<file path="src/rtl/adder_host_driver.sv">
// adder_host_driver
//
// Host-side driver for the registered 32-bit adder top. Operand requests
// arrive on a valid/ready port and are issued to the adder pads. A tag
// pipeline follows each operation through the adder's fixed latency, and
// the adder outputs are captured into a result FIFO. Results come back in
// issue order on a second valid/ready port. A credit counter stops
// accepting requests once every FIFO slot is spoken for, so results
// coming out of the adder always have somewhere to go.
//
// Parameters:
//   LATENCY   - edges from a pad update to the matching sum_pad result (>= 1)
//   RSP_DEPTH - result FIFO entries and total credits (power of two, >= 2)
//   TAG_W     - width of the opaque request/response tag
//
// Ports:
//   clk, rst                     - single clock, synchronous active-high reset
//   req_valid/req_ready          - request handshake
//   req_a, req_b, req_cin        - operands and carry in
//   req_tag                      - tag returned with the result
//   a_pad, b_pad, carry_in_pad   - registered drive into the adder top
//   sum_pad, carry_out_pad,
//   overflow_pad                 - adder top results
//   rsp_valid/rsp_ready          - response handshake
//   rsp_sum, rsp_cout, rsp_ovf,
//   rsp_tag                      - result fields at the FIFO head
//   busy                         - operations in flight or results buffered
//   err                          - sticky, FIFO pushed while full

module adder_host_driver #(
  parameter int LATENCY   = 3,
  parameter int RSP_DEPTH = 4,
  parameter int TAG_W     = 4
) (
  input  logic             clk,
  input  logic             rst,
  input  logic             req_valid,
  output logic             req_ready,
  input  logic [31:0]      req_a,
  input  logic [31:0]      req_b,
  input  logic             req_cin,
  input  logic [TAG_W-1:0] req_tag,
  output logic [31:0]      a_pad,
  output logic [31:0]      b_pad,
  output logic             carry_in_pad,
  input  logic [31:0]      sum_pad,
  input  logic             carry_out_pad,
  input  logic             overflow_pad,
  output logic             rsp_valid,
  input  logic             rsp_ready,
  output logic [31:0]      rsp_sum,
  output logic             rsp_cout,
  output logic             rsp_ovf,
  output logic [TAG_W-1:0] rsp_tag,
  output logic             busy,
  output logic             err
);

  localparam int PTR_W   = (RSP_DEPTH > 1) ? $clog2(RSP_DEPTH) : 1;
  localparam int CNT_W   = PTR_W + 1;
  localparam int ENTRY_W = 32 + 1 + 1 + TAG_W;
  localparam logic [CNT_W-1:0] DEPTH_C = CNT_W'(RSP_DEPTH);

  logic                 accept;
  logic                 pop;
  logic                 push;
  logic                 fifo_full;
  logic                 do_push;
  logic                 push_overflow;

  logic [LATENCY:0]     pipe_valid;
  logic [TAG_W-1:0]     pipe_tag [LATENCY+1];

  logic [CNT_W-1:0]     used;

  logic [ENTRY_W-1:0]   fifo_mem [RSP_DEPTH];
  logic [PTR_W-1:0]     wr_ptr;
  logic [PTR_W-1:0]     rd_ptr;
  logic [CNT_W-1:0]     count;
  logic [ENTRY_W-1:0]   head_entry;
  logic [ENTRY_W-1:0]   push_entry;

  // Handshakes. req_ready comes only from the credit register, so there
  // is no combinational path from req_valid or from the response side.
  assign req_ready = (used < DEPTH_C);
  assign accept    = req_valid && req_ready;
  assign rsp_valid = (count != '0);
  assign pop       = rsp_valid && rsp_ready;
  assign busy      = (used != '0);

  // The last tracking stage lines up with the cycle in which sum_pad holds
  // that operation's result, so the capture happens on the following edge.
  assign push          = pipe_valid[LATENCY];
  assign fifo_full     = (count == DEPTH_C);
  assign do_push       = push && (!fifo_full || pop);
  assign push_overflow = push && fifo_full && !pop;
  assign push_entry    = {sum_pad, carry_out_pad, overflow_pad, pipe_tag[LATENCY]};

  assign head_entry = fifo_mem[rd_ptr];
  assign {rsp_sum, rsp_cout, rsp_ovf, rsp_tag} = head_entry;

  // Pad registers only change on an accepted request; holding them
  // otherwise keeps the adder inputs quiet.
  always_ff @(posedge clk) begin
    if (rst) begin
      a_pad        <= '0;
      b_pad        <= '0;
      carry_in_pad <= 1'b0;
    end else if (accept) begin
      a_pad        <= req_a;
      b_pad        <= req_b;
      carry_in_pad <= req_cin;
    end
  end

  // Valid bits of the tracking pipeline. The adder cannot stall, so this
  // shifts every cycle. Clearing it on reset is what discards results of
  // operations that were in flight when reset hit.
  always_ff @(posedge clk) begin
    if (rst) begin
      pipe_valid <= '0;
    end else begin
      pipe_valid <= {pipe_valid[LATENCY-1:0], accept};
    end
  end

  // Tags travel alongside the valid bits. They only matter where the
  // matching valid bit is set, so they need no reset.
  always_ff @(posedge clk) begin
    pipe_tag[0] <= req_tag;
    for (int i = 1; i <= LATENCY; i++) begin
      pipe_tag[i] <= pipe_tag[i-1];
    end
  end

  // Credit counter. A credit is taken on accept and returned when the
  // consumer pops the result, so a credit covers an operation's whole life
  // from issue to FIFO exit.
  always_ff @(posedge clk) begin
    if (rst) begin
      used <= '0;
    end else begin
      case ({accept, pop})
        2'b10:   used <= used + CNT_W'(1);
        2'b01:   used <= used - CNT_W'(1);
        default: used <= used;
      endcase
    end
  end

  // FIFO storage. Entries are only meaningful while counted, so the array
  // is not reset.
  always_ff @(posedge clk) begin
    if (do_push) begin
      fifo_mem[wr_ptr] <= push_entry;
    end
  end

  // FIFO pointers and occupancy. The depth is a power of two, so the
  // pointers wrap by plain overflow.
  always_ff @(posedge clk) begin
    if (rst) begin
      wr_ptr <= '0;
      rd_ptr <= '0;
      count  <= '0;
    end else begin
      if (do_push) begin
        wr_ptr <= wr_ptr + PTR_W'(1);
      end
      if (pop) begin
        rd_ptr <= rd_ptr + PTR_W'(1);
      end
      case ({do_push, pop})
        2'b10:   count <= count + CNT_W'(1);
        2'b01:   count <= count - CNT_W'(1);
        default: count <= count;
      endcase
    end
  end

  // Sticky error. The credit scheme should make this unreachable. The
  // push that caused it is dropped rather than overwriting the oldest entry.
  always_ff @(posedge clk) begin
    if (rst) begin
      err <= 1'b0;
    end else if (push_overflow) begin
      err <= 1'b1;
    end
  end

endmodule

</file>
<file path="config.mk">
export PLATFORM = sky130hd
export DESIGN_NAME = adder_host_driver
export DESIGN_NICKNAME = d
export VERILOG_FILES = /design/src/rtl/adder_host_driver.sv
export SDC_FILE = /design/constraint.sdc
export NUM_CORES = 1
export LEC_CHECK = 0
export ABC_CLOCK_PERIOD_IN_PS = 5600
export CAP_MARGIN = 20
export CORE_ASPECT_RATIO = 0.7
export CORE_MARGIN = 2
export CORE_UTILIZATION = 30
export CTS_BUF_LIST = sky130_fd_sc_hd__clkbuf_8
export CTS_CLUSTER_SIZE = 8
export DETAILED_ROUTE_END_ITERATION = 6
export GPL_TIMING_DRIVEN = 0
export PLACE_DENSITY_LB_ADDON = 0.12
export SLEW_MARGIN = 25
export SYNTH_ARGS = -nofsm -noshare
export SYNTH_HDL_FRONTEND = slang
export SYNTH_SLANG_ARGS = --single-unit
</file>
<file path="constraint.sdc">
create_clock -name clk -period 5.6 [get_ports clk]
set_input_delay 1.12 -clock clk [delete_from_list [all_inputs] [get_ports clk]]
set_output_delay 1.12 -clock clk [all_outputs]
set_load 0.01 [all_outputs]
</file>
==> flow_metrics.env, run 1 <==
export IMPL_status="complete, no violations"
export IMPL_synth_nets=708
export IMPL_postCtsSetupRepairBufs=0
export IMPL_synthToLayoutAreaGrowth_pct=39.19
export IMPL_pwr_share_clk=0.406
export IMPL_critical_path_arrival_ns=2.44
export IMPL_grt_util_all_layers=0.1419
export IMPL_diodes=0
export IMPL_placementRows=52
export IMPL_yosys_top_cells_area="edfxtp_1, dfxtp_1, mux4_2"
export IMPL_synth_largest_area_cell="edfxtp_1"
export IMPL_top_layer="met4"
export IMPL_syn_inst=594
export IMPL_final_cell_area_sq_mm=0.01235
export IMPL_detail_route_vias_per_cell=4.455
export IMPL_layout_setup_ws_ns=2.042
export IMPL_placedInstanceArea_sq_mm=0.01153
export IMPL_place_port_buffers=212
export IMPL_effective_utilization_at_floorplan=0.3058
export IMPL_wl_per_cell_um=17.43
export IMPL_die_width_um=209.5
export IMPL_critPathMaxFanout=10
export IMPL_synth_seq_area_share=0.7356
export IMPL_globalRoute_totalOverflow=0
export IMPL_floorplan_core_area_sq_mm=0.02902
export IMPL_end_kind="output port"
export IMPL_hpwlAfterDp_um=14910
export IMPL_crit_required_ns=4.48
export IMPL_finalNetCount=965
export IMPL_floorplan_die_area_sq_mm=0.03099
export IMPL_timing_max_slew_rel_slack=0.4981
export IMPL_drt_first_iter_violations=174
export IMPL_share_of_final_layout_standard_cells_stronger_than_drive_strength_1=0.1398
export IMPL_drt_first_pass_iters=5
export IMPL_yosys_register_bits=250
export IMPL_critPathLaunchType="flip-flop"
export IMPL_synth_cell_types=31
export IMPL_synth_edff_count=152
export IMPL_max_freq_mhz=281.1
export IMPL_finalNonFillerCells=1258
export IMPL_final_hold_viol_count=0
export IMPL_tritoncts_buffers=41
export IMPL_worst_hold_path_type="flip-flop to flip-flop"
export IMPL_power_share_combinational=0.071
export IMPL_asyncSetResetFlopFracSynth=0
export IMPL_slew_viol_final=0
export IMPL_place_inst=1186
export IMPL_worst_pin_slew_ns=0.7529
export IMPL_antenna_violating_nets_left=0
export IMPL_first_global_vias=6002
export IMPL_drc=0
export IMPL_cts_hold_fix_buffers=0
export IMPL_dieHeight_um=147.9
export IMPL_htreeDepth=2
export IMPL_finalWeightedCongestion=0.7764
export IMPL_cts_sink_count=250
export IMPL_clk_path_buf_depth=3
export IMPL_path_class="flip-flop to output port"
export IMPL_synth_top_cell_area_share=0.5145
export IMPL_rsz0062_at_grt="no"
export IMPL_synthesis_yosys_warnings=0
export IMPL_peakVddDrop_mv=0.1806
export IMPL_avgSynthCellArea_sq_um=14.94
export IMPL_dr_total_vias=5604
export IMPL_finalCritPeriodShare=0.6353
export IMPL_finClkSkew_ns=0.01791
export IMPL_postCtsResizedCells=0
export IMPL_pin_count=214
export IMPL_antenna_found_initial=0
export IMPL_seq_power_share=0.523
export IMPL_clkTransAtPathRegs_ns=0.06
export IMPL_met3RoutedLength_um=1262
export IMPL_synth_flop_cell="edfxtp_1"
export IMPL_p_sw_frac=0.2147
export IMPL_final_setup_viol_count=0
export IMPL_fin_tns_setup_ns=0
export IMPL_grt_first_pass_wirelength_um=33480
export IMPL_power_density_mw_per_mm2=311.6
export IMPL_total_leakage_power_nw=4.272
export IMPL_total_switching_power_uw=826.2
export IMPL_grt_start_max_net_pins=39
export IMPL_detailedPlace_worstSlack_ns=2.050
export IMPL_final_period_minus_worst_setup_slack_ns=3.558
export IMPL_internal_power_mw=3.022
export IMPL_detail_route_wirelength_um=21930
export IMPL_syn_area_sq_mm=0.008872
export IMPL_max_cap_check_violation_count=0
export IMPL_worstSkewPairLatency_ns=0.53
export IMPL_wl_met1_um=9773
export IMPL_route_met2_wl_um=10500
export IMPL_clock_tree_from_tritoncts="built"
export IMPL_cts_root_buf="clkbuf_8"
## cell usage in the layout, fill, tap and decap left out, drive strengths merged, types with 2 or more instances in the layout
master and instances:
a21oi 70, and3 4, buf 24, clkbuf 66, clkdlybuf4s50 212, clkinv 3
dfxtp 98, edfxtp 152, fa 2, ha 5, inv 27, mux4 38
nand2 131, nand3 5, nor2 11, nor2b 4, o2111ai 2, o21ai 3
o31ai 2, or3 3, xor2 6
## layout make-up
cell class                 instances  area (sq um)
buffer                            36         183.9
clock buffer                      52         715.7
clock inverter                    20         106.4
fill                            2652         16670
inverter                          12         45.04
multi-input combinational        296          2137
sequential                       250          6526
tap                              378         473.0
timing repair buffer             214          2162
## cells in the mapped netlist, drive strengths merged, types with 2 or more instances
master / n
nand2: 131
fa: 2
dfxtp: 98
xor2: 6
ha: 5
edfxtp: 152
o2111ai: 2
buf: 22
o31ai: 2
inv: 12
nand3: 5
o21ai: 3
a21oi: 70
and3: 4
clkbuf: 14
nor2: 11
mux4: 38
nor2b: 4
or3: 3
## through the flow
| step | total power [mW] | hold WS, ns | util |
|---|---|---|---|
| CTS | 3.919 | 0.3264 | 0.4256 |
| finish | 3.848 | 0.3259 | 0.4256 |
| detailed placement | 2.327 | 0.3121 | 0.3972 |
| floorplan | 2.141 | 0.3096 | - |
| global placement | 2.318 | 0.3109 | 0.3952 |
| global route | 4.030 | 0.3326 | 0.4256 |
## per-layer routing
layer  GRT usage  up-vias
met4     0.04397        0
met2      0.2322      154
met5           0        -
met3     0.04334       36
met1      0.1820     2747
li1            -     2667
## power groups by stage
| stage | registers (mW) | logic (mW) | clock network, mW |
|---|---|---|---|
| after CTS | 2.01 | 0.278 | 1.63 |
| after detailed placement | 2.05 | 0.276 | 0 |
| after global routing | 2.02 | 0.299 | 1.72 |
| after global placement | 2.05 | 0.269 | 0 |
| final | 2.01 | 0.274 | 1.56 |
| after floorplan | 2.06 | 0.0801 | 0 |
## sequential cells by signal, indices dropped and copies added (netlist names), named ones only
signal,count
a_pad,32
b_pad,32
carry_in_pad,1
count,3
err,1
fifo_mem,152
pipe_tag,16
pipe_valid,4
rd_ptr,2
used,3
wr_ptr,2
## path summary, 6_finish.rpt
kind	startpoint	slack [ns]	to	depth (start not counted)
hold / removal	pipe_tag[1][3]	0.33	pipe_tag[2][3]	0
setup / recovery	flip-flop	2.04	rsp_tag[0]	4
setup reg to reg	used[2]	3.25	used[2]	9
hold reg to reg	pipe_tag[1][3]	0.33	pipe_tag[2][3]	0
## critical path: stages (launching register included)
cell and delay [ns]:
dfxtp_1 0.32, buf_2 0.32, buf_2 0.37, mux4_2 0.38, clkdlybuf4s50_1 0.50
## kinds of logic after synthesis
kind of cell,Yosys count,synth area share
flops,250,0.7356
simple gates,163,0.07545
compound gates,82,0.04922
buf+inv,48,0.02581
mux,38,0.09646
fa+ha+maj,7,0.01156
xor+xnor,6,0.005923
Power figures use the tool's default switching activity.
==> inputs of run 2 (changes only) <==
--- a/config.mk
+++ b/config.mk
@@ -5,7 +5,7 @@
 export SDC_FILE = /design/constraint.sdc
 export NUM_CORES = 1
 export LEC_CHECK = 0
-export ABC_CLOCK_PERIOD_IN_PS = 5600
+export ABC_CLOCK_PERIOD_IN_PS = 3200
 export CAP_MARGIN = 20
 export CORE_ASPECT_RATIO = 0.7
 export CORE_MARGIN = 2
==> constraint.sdc (replaced) <==
create_clock -name clk -period 3.2 [get_ports clk]
set_input_delay 0.64 -clock clk [delete_from_list [all_inputs] [get_ports clk]]
set_output_delay 0.64 -clock clk [all_outputs]
set_load 0.01 [all_outputs]
==> flow_metrics.env, run 2 (synthesis gave the netlist of run 1 again) <==
export IMPL_status="complete, no violations"
export IMPL_met1_usage=0.1820
export IMPL_placementRows=52
export IMPL_htreeDepth=2
export IMPL_hpwlAfterDp_um=14910
export IMPL_drt_first_pass_iters=5
export IMPL_timing_max_slew_rel_slack=0.5078
export IMPL_die_width_um=209.5
export IMPL_crit_required_ns=2.56
export IMPL_worst_pin_slew_ns=0.7383
export IMPL_cts_hold_fix_buffers=0
export IMPL_postCtsResizedCells=0
export IMPL_peakVddDrop_mv=0.3160
export IMPL_path_class="flip-flop to output port"
export IMPL_worst_hold_path_type="flip-flop to flip-flop"
export IMPL_totalPowerFinal_mw=6.734
export IMPL_effective_utilization_at_floorplan=0.3058
export IMPL_layout_top_registers="fifo_mem: 152 flops, a_pad: 32 flops, b_pad: 32 flops"
export IMPL_largest_register_ffs=152
export IMPL_globalRouteMet3Util=0.04334
export IMPL_place_port_buffers=212
export IMPL_antenna_found_initial=0
export IMPL_tritoncts_buffers=41
export IMPL_finClkSkew_ns=0.01795
export IMPL_grt_first_pass_wirelength_um=33480
export IMPL_cts_root_buf="clkbuf_8"
export IMPL_gr_max_usage_layer="met2"
export IMPL_clk_path_buf_depth=3
export IMPL_critical_path_arrival_ns=2.39
export IMPL_max_cap_check_violation_count=0
export IMPL_critPathLaunchType="flip-flop"
export IMPL_detailedPlace_worstSlack_ns=0.1299
export IMPL_worstSkewPairLatency_ns=0.53
export IMPL_detail_route_vias_per_cell=4.462
export IMPL_placedInstanceArea_sq_mm=0.01153
export IMPL_postCtsSetupRepairBufs=0
export IMPL_pin_count=214
export IMPL_dr_total_vias=5613
export IMPL_wl_per_cell_um=17.43
export IMPL_grt_start_max_net_pins=39
export IMPL_critPathMaxFanout=10
export IMPL_antenna_violating_nets_left=0
export IMPL_share_of_final_layout_standard_cells_stronger_than_drive_strength_1=0.1398
export IMPL_total_leakage_power_nw=4.272
export IMPL_final_cell_area_sq_mm=0.01236
export IMPL_clock_tree_from_tritoncts="built"
export IMPL_timing_critical_path_mode_cell="buf_2"
export IMPL_mostFrequentLayoutCell="clkdlybuf4s50_1"
export IMPL_layout_setup_ws_ns=0.1716
export IMPL_timing_reg2reg_setup_slack_ns=0.86
export IMPL_postLayoutCoreUtil=0.4258
export IMPL_num_fill_cells=2651
export IMPL_synthToLayoutAreaGrowth_pct=39.26
export IMPL_floorplan_die_area_sq_mm=0.03099
export IMPL_dieHeight_um=147.9
export IMPL_globalRoute_totalOverflow=0
export IMPL_finalWeightedCongestion=0.7764
export IMPL_end_kind="output port"
export IMPL_grt_util_met2=0.2322
export IMPL_slowest_delay_ns=0.50
export IMPL_finalNetCount=965
export IMPL_floorplan_core_area_sq_mm=0.02902
export IMPL_final_hold_viol_count=0
export IMPL_drc=0
export IMPL_mostFrequentLayoutCells="clkdlybuf4s50_1, edfxtp_1, nand2_1"
export IMPL_final_period_minus_worst_setup_slack_ns=3.028
export IMPL_drt_first_iter_violations=179
export IMPL_registers_top_by_ff_count="fifo_mem"
export IMPL_first_global_vias=6002
export IMPL_rsz0062_at_grt="no"
export IMPL_max_freq_mhz=330.2
export IMPL_cts_sink_count=250
export IMPL_fin_tns_setup_ns=0
export IMPL_power_density_mw_per_mm2=545.1
export IMPL_diodes=0
export IMPL_slew_viol_final=0
export IMPL_grt_util_all_layers=0.1419
export IMPL_finalCritPeriodShare=0.9464
export IMPL_critPathSlowestCell="clkdlybuf4s50_1"
export IMPL_detail_route_wirelength_um=21930
export IMPL_worstPathCellList="buf_2 > buf_2 > mux4_2 > clkdlybuf4s50_1"
export IMPL_final_setup_viol_count=0
export IMPL_clkTransAtPathRegs_ns=0.06
[run 2: cell types whose count changed in the layout (fill, tap and decap cells not counted), sizes merged]
cell    previous run  this run
buf               24        23
clkbuf            66        67
[run 2: power by group]
part / internal, mW / leakage (nW) / switching, mW
combinational: 0.271 / 1.62 / 0.209
clock: 1.53 / 0.475 / 1.20
sequential: 3.49 / 2.18 / 0.0357
[run 2: path summary, 6_finish.rpt]
path,from,endpoint,depth (start not counted)
worst max-delay path,flip-flop,rsp_sum[11],4
worst min-delay path,pipe_tag[1][3],pipe_tag[2][3],0
worst max register to register,used[2],used[2],9
worst min register to register,pipe_tag[1][3],pipe_tag[2][3],0
[run 2: worst max-delay path: cells and delay by family (launching register included)]
family	cells	cell delay (ns)
buffers and inverters	3	1.17
flip-flops	1	0.32
multiplexers	1	0.36
[run 2: final cells by class]
class / instances / area, sq um / share of cell area
sequential: 250 / 6526 / 0.5282
timing repair buffer: 214 / 2162 / 0.1750
multi-input combinational: 296 / 2137 / 0.1730
clock buffer: 52 / 715.7 / 0.05792
tap: 378 / 473.0 / 0.03828
buffer: 36 / 190.2 / 0.01539
clock inverter: 20 / 106.4 / 0.008608
inverter: 12 / 45.04 / 0.003646
[run 2: metrics by stage]
stage / hold slack, ns / std cells
2_1_floorplan: 0.3096 / 594
3_3_place_gp: 0.3109 / 1184
3_5_place_dp: 0.3121 / 1186
4_1_cts: 0.3264 / 1258
5_1_grt: 0.3326 / 1258
6_report: 0.3259 / 1258
[run 2: routing by layer]
| metal | share of wire | vias to the layer above | wire length, um |
|---|---|---|---|
| met4 | 0.018 | 0 | 393 |
| met3 | 0.058 | 36 | 1267 |
| met1 | 0.44 | 2754 | 9745 |
| met2 | 0.48 | 156 | 10520 |
| li1 | - | 2667 | - |
| met5 | 0 | - | 0 |
